File: config.mk
export PLATFORM = sky130hd
export DESIGN_NAME = alu_rr_sequencer
export DESIGN_NICKNAME = d
export VERILOG_FILES = /design/src/rtl/alu_rr_sequencer.sv
export SDC_FILE = /design/constraint.sdc
export NUM_CORES = 1
export LEC_CHECK = 0
export CAP_MARGIN = 20
export CORE_AREA = 2 2 204 206
export CTS_CLUSTER_DIAMETER = 50
export CTS_CLUSTER_SIZE = 28
export DETAILED_ROUTE_END_ITERATION = 10
export DIE_AREA = 0 0 206 208
export SLEW_MARGIN = 20
export SYNTH_ARGS = -nofsm -noshare
export SYNTH_HDL_FRONTEND = slang
export SYNTH_SLANG_ARGS = --single-unit
File: constraint.sdc
create_clock -name clk -period 1.9 [get_ports clk]
set_clock_uncertainty 0.05 [all_clocks]
set_input_delay 0.38 -clock clk [delete_from_list [all_inputs] [get_ports clk]]
set_output_delay 0.38 -clock clk [all_outputs]
set_load 0.05 [all_outputs]
File: src/rtl/alu_rr_sequencer.sv
// alu_rr_sequencer: round-robin sharing of one combinational 64-bit ALU
// between two requesters, with a registered, id-tagged response channel.
// Optional build macro SEQ_GRANT_COUNT_EN adds saturating per-requester
// grant counters (grant_cnt0 / grant_cnt1).
module alu_rr_sequencer #(
    parameter int unsigned WIDTH = 64,
    parameter int unsigned OPW   = 2
) (
    input  logic             clk,
    input  logic             reset,
    input  logic             req0_valid,
    output logic             req0_ready,
    input  logic [OPW-1:0]   req0_op,
    input  logic [WIDTH-1:0] req0_a,
    input  logic [WIDTH-1:0] req0_b,
    input  logic             req1_valid,
    output logic             req1_ready,
    input  logic [OPW-1:0]   req1_op,
    input  logic [WIDTH-1:0] req1_a,
    input  logic [WIDTH-1:0] req1_b,
    output logic [WIDTH-1:0] alu_a,
    output logic [WIDTH-1:0] alu_b,
    output logic [OPW-1:0]   alu_op,
    input  logic [WIDTH-1:0] alu_out,
    output logic             resp_valid,
    input  logic             resp_ready,
    output logic             resp_id,
    output logic [WIDTH-1:0] resp_data,
    output logic             resp_zero
`ifdef SEQ_GRANT_COUNT_EN
    ,
    output logic [15:0]      grant_cnt0,
    output logic [15:0]      grant_cnt1
`endif
);

    typedef enum logic [1:0] {
        IDLE = 2'd0,
        EXEC = 2'd1,
        RESP = 2'd2
    } state_t;

    state_t state;
    logic   ptr;        // requester favoured when both are valid
    logic   exec_id;    // requester whose operands are on the ALU
    logic   grant_any;
    logic   grant_id;

    // Round-robin grant; ready is only offered in IDLE, to one requester
    always_comb begin
        grant_any  = 1'b0;
        grant_id   = 1'b0;
        req0_ready = 1'b0;
        req1_ready = 1'b0;
        if (state == IDLE) begin
            if (req0_valid && req1_valid) begin
                grant_any = 1'b1;
                grant_id  = ptr;
            end else if (req0_valid) begin
                grant_any = 1'b1;
                grant_id  = 1'b0;
            end else if (req1_valid) begin
                grant_any = 1'b1;
                grant_id  = 1'b1;
            end
            req0_ready = grant_any && !grant_id;
            req1_ready = grant_any && grant_id;
        end
    end

    // Sequencer FSM: latch operands, drive the ALU one cycle, hold the response
    always_ff @(posedge clk) begin
        if (reset) begin
            state      <= IDLE;
            ptr        <= 1'b0;
            exec_id    <= 1'b0;
            alu_a      <= '0;
            alu_b      <= '0;
            alu_op     <= '0;
            resp_valid <= 1'b0;
            resp_id    <= 1'b0;
            resp_data  <= '0;
            resp_zero  <= 1'b0;
        end else begin
            case (state)
                IDLE: begin
                    if (grant_any) begin
                        exec_id <= grant_id;
                        alu_op  <= grant_id ? req1_op : req0_op;
                        alu_a   <= grant_id ? req1_a  : req0_a;
                        alu_b   <= grant_id ? req1_b  : req0_b;
                        state   <= EXEC;
                    end
                end
                EXEC: begin
                    resp_data  <= alu_out;
                    resp_zero  <= (alu_out == '0);
                    resp_id    <= exec_id;
                    resp_valid <= 1'b1;
                    state      <= RESP;
                end
                RESP: begin
                    if (resp_ready) begin
                        resp_valid <= 1'b0;
                        ptr        <= ~resp_id;
                        state      <= IDLE;
                    end
                end
                default: state <= IDLE;
            endcase
        end
    end

`ifdef SEQ_GRANT_COUNT_EN
    localparam int unsigned CNTW = 16;
    localparam logic [CNTW-1:0] CNT_MAX = '1;

    // Saturating count of accepted operations per requester
    always_ff @(posedge clk) begin
        if (reset) begin
            grant_cnt0 <= '0;
            grant_cnt1 <= '0;
        end else begin
            if (req0_valid && req0_ready && grant_cnt0 != CNT_MAX)
                grant_cnt0 <= grant_cnt0 + CNTW'(1);
            if (req1_valid && req1_ready && grant_cnt1 != CNT_MAX)
                grant_cnt1 <= grant_cnt1 + CNTW'(1);
        end
    end
`endif

endmodule
Word level (Yosys, flattened, before mapping). Cells that the tools add are included.

Register bits: 201. Input bits: 329. Word-level logic and storage cells: 45.

Equal/unequal tests: 4. Mux-type cells: 19. Bitwise logic cells: 1. Reduce and logical (&&, ||, !) cells: 11.

Operator list (number): $mux 64 (2); $logic_not 64->1 (1); $mux 1 (12); $reduce_and 2->1 (4); $mux 2 (3); $pmux 2 s3 (1); $ne 2x2->1 const B (2); $logic_and 1x1->1 (3); $eq 2x1->1 const B (1); $eq 2x2->1 const B (1); $logic_not 2->1 (1); $pmux 1 s2 (1); $reduce_bool 2->1 (1); $logic_not 1->1 (1); $not 1->1 (1).

Longest topological paths before layout.
Depth after elaboration: 7. Depth in mapped cells: 7. Mapped depth without buffers: 5.

Least setup slack after synthesis. No wires, ideal clock.

Path kind: reg-to-output. Start point: reg state[1]. End point: out req0_ready. Arrival: 1.583 ns. Data required time: 1.470 ns. Slack: -0.113 ns. Stages on the path, launching flop included: 5. Buffers on the path: 1. Path through: dfxtp_1 > nor2_2 > o21ai_1 > clkbuf_1 > a21oi_1.

Word-level cells in the longest chain between the ends: 2.

RTL lines: start: declaration (RTL line 43) `state_t state;`; start signal: assignment (RTL line 74) `state <= IDLE;`; start signal: assignment (RTL line 92) `state <= EXEC;`; start signal: assignment (RTL line 100) `state <= RESP;`; $logic_not 2->1 (RTL line 55) `if (state == IDLE) begin`; $mux 1 (RTL line 55); end: declaration (RTL line 12) `output logic req0_ready,`.

No other way between the ends.

Worst setup path in the final report. Ends and elaborated chain as after synthesis.

==> results.yml <==
run_status:
  status: "finished, violations left"
  violations: "negative setup slack"
synthesis:
  synth-seq-area-share_pct: 49.0
  synth_fa_ha_area_share_pct: 0
  synthMuxAreaShare_pct: 0
  synth_compound_area_share_pct: 24.7
  synth_top_family_by_area: "compound AO/OA/AOI/OAI gates"
  ys_warn_count: 0
  yosysTopAreaCell: "dfxtp_1"
  ys_ff_latch: 201
  netlist_instances: 993
  synthXorXnorAreaFrac_pct: 0
  synth_cell_types: 29
  synth_top_area_share_pct: 49.0
  ys_top_cells_by_area: "dfxtp_1 (49%), nand2_1 (15%), a21oi_1 (8.1%), o221ai_1 (6.8%), a311oi_2 (5.5%)"
  syn_area_um2: 8200
  synth.avg_cell_area_um2: 8.26
  yosys.area_share.simple_pct: 20.6
  synth_fp_nets: 1322
sta:
  fin_crit_ns: 1.95
  worst_hold_slack_ns: 0.149
  finalSetupViolations: 2
  worst_slack_ns: -0.0506
  tns_ns: -0.0885
  relSlewSlack_pct: 66.9
  drv_slew: 0
  worstMarginPinSlew_ns: 0.499
  clock.fmax_mhz: 513
  timing.final.crit_share_pct: 103
  finalHoldViolCount: 0
  rsz0062_at_grt: "yes"
die:
  initial_utilization_pct: 20.2
  die_w_um: 206
  coreArea_um2: 40600
  num_rows: 74
  io-pin-count: 528
  fp.dieH_um: 208
  die_area_um2: 42800
detailed_routing:
  drtAntennaViolNets: 0
  vias: 9322
  drt-total-wl_mm: 34.7
  vias_per_cell: 4.49
  remaining_drc_errors: 0
  drt-initial-drc-count: 391
  wl_per_cell_um: 16.7
  drtPass1Iterations: 5
worst_setup_path:
  path_class: "flop to output port"
  crit_fanout: 2
  cp.required_ns: 1.47
  start_kind: "flop"
  cp-end-kind: "output port"
  worstSetupStartpoint: "state[1]"
  cp_data_arrival_time_ns: 1.52
  r2r_start: "state[1]"
layout:
  drive_gt1_share_pct: 22.5
  area_growth_pct: 82.6
  nFillCells: 4178
  layout.cells.non_filler: 2077
  layout.nets: 1852
  multiInputGateArea_um2: 3770
  seq_area_um2: 4030
clock_tree:
  cts_tree: "done"
  h-tree-depth: 1
  cts_root_buf: "clkbuf_16"
  clk_latency_ns: 0.54
  holdBufCountCts: 0
  cts_max_path_buffers: 3
  cts_buffers: 27
  clk_pin_slew_ns: 0.06
  cts_sinks: 201
place:
  hpwl_mm: 26.1
  place_ws_ns: -0.279
  gp_congestion: 0.848
  numPortBuffers: 527
  dp.cells: 2015
job:
  drv_cap: 0
power:
  total_power_mw: 14.5
  power_density_nw_per_um2: 967
  ir_worst_vdd_v: 0.000626
  leakage_nw: 5.90
grt:
  grt_pass1_vias: 9341
  grt_use_total_pct: 15.1
  antenna_found_initial: 1
  grt_max_degree: 74
  grt-ovfl-total: 0
  grt_pass1_wl_mm: 51.2
min_path:
  worstHoldStart: "reset"
  min-delay-path-class: "primary input to flop"
[path summary, 6_finish.rpt]
check	depth (start not counted)	slack [ns]	end
max	5	-0.05	req0_ready
min	2	0.15	resp_data[54]
max reg2reg	9	0.09	alu_a[53]
min reg2reg	2	0.40	alu_b[21]
[worst max-delay path, cell delays in order, from the launching register on]
cell	delay, ns
dfxtp_4	0.36
nor2_4	0.15
buf_6	0.12
o21ai_4	0.05
a21oi_2	0.11
buf_6	0.18
[where the power goes]
part | switching, mW | internal (mW) | total [mW]
registers | 0.236 | 4.63 | 4.87
clock network | 2.03 | 3.09 | 5.12
logic | 2.71 | 1.79 | 4.50
[what timing repair did]
item | 4_1_cts | 5_1_grt
setup endpoints to repair | 12 | 2
gates resized for setup | 22 | 2
buffers inserted | 4 | 7
pin swaps | 2 | 4
[Yosys cell counts]
| cell | n |
|---|---|
| inv_1 | 1 |
| nor4_1 | 15 |
| nor2_2 | 1 |
| o21ai_1 | 1 |
| a21oi_1 | 132 |
| a211oi_1 | 2 |
| a311oi_2 | 30 |
| o21a_1 | 1 |
| o21ai_0 | 1 |
| dfxtp_1 | 201 |
| inv_2 | 1 |
| a311oi_1 | 36 |
| a21o_1 | 1 |
| nand2b_1 | 2 |
| buf_2 | 28 |
| nor3_1 | 3 |
| nand4_1 | 2 |
| nand3b_1 | 1 |
| buf_6 | 2 |
| nand3_2 | 1 |
| buf_1 | 5 |
| nor2b_1 | 1 |
| nor3b_1 | 2 |
| o221ai_1 | 64 |
| nand3_1 | 2 |
| buf_4 | 16 |
| nand2_1 | 330 |
| nor2_1 | 70 |
| clkbuf_1 | 41 |
[cells in the final DEF, fill, tap and decap left out, drive strengths merged, types with 3 or more instances in the layout]
cell,count
nand3,3
nor3,3
inv,3
clkdlybuf4s50,325
clkinv,6
clkbuf,34
a21oi,132
o221ai,64
dfxtp,201
clkinvlp,7
buf,256
nor4,15
dlygate4sd2,12
a311oi,66
nor2,71
nand2,330
[layer usage]
layer | up-vias | GRT usage (%) | wire length, um
met2 | 372 | 26.6 | 16800
met1 | 4302 | 16.7 | 13500
li1 | 4577 | - | -
met4 | 0 | 5.76 | 1400
met3 | 71 | 4.71 | 3070
met5 | - | 0 | 0
[through the flow]
| stage | util, % | cell area [um2] |
|---|---|---|
| final | 36.9 | 15000 |
| after global routing | 36.9 | 15000 |
| after CTS | 36.8 | 14900 |
| after detailed placement | 34.4 | 13900 |
| after global placement | 34.4 | 13900 |
| after floorplan | - | 8210 |
[state kept, by name (all words and copies together), names as in the netlist]
signal and cells:
resp_valid 1, exec_id 1, resp_data 64, resp_id 1, ptr 1, resp_zero 1, alu_b 64, alu_a 64
alu_op 2, state 2
[final cells by class]
cell class / count / share of cell area (%)
Timing Repair Buffer: 593 / 37.3
Sequential cell: 201 / 26.9
Multi-Input combinational cell: 698 / 25.2
Clock buffer: 34 / 5.02
Tap cell: 532 / 4.44
Clock inverter: 16 / 1.11
Inverter: 2 / 0.0668
Antenna cell: 1 / 0.0167
[kinds of logic after synthesis]
group                  count (synthesis)
flip-flops                           201
AND/OR/NAND/NOR                      430
buffers and inverters                 94
AO/OA/AOI/OAI                        268
No activity file was read; power rests on OpenSTA's default activity.
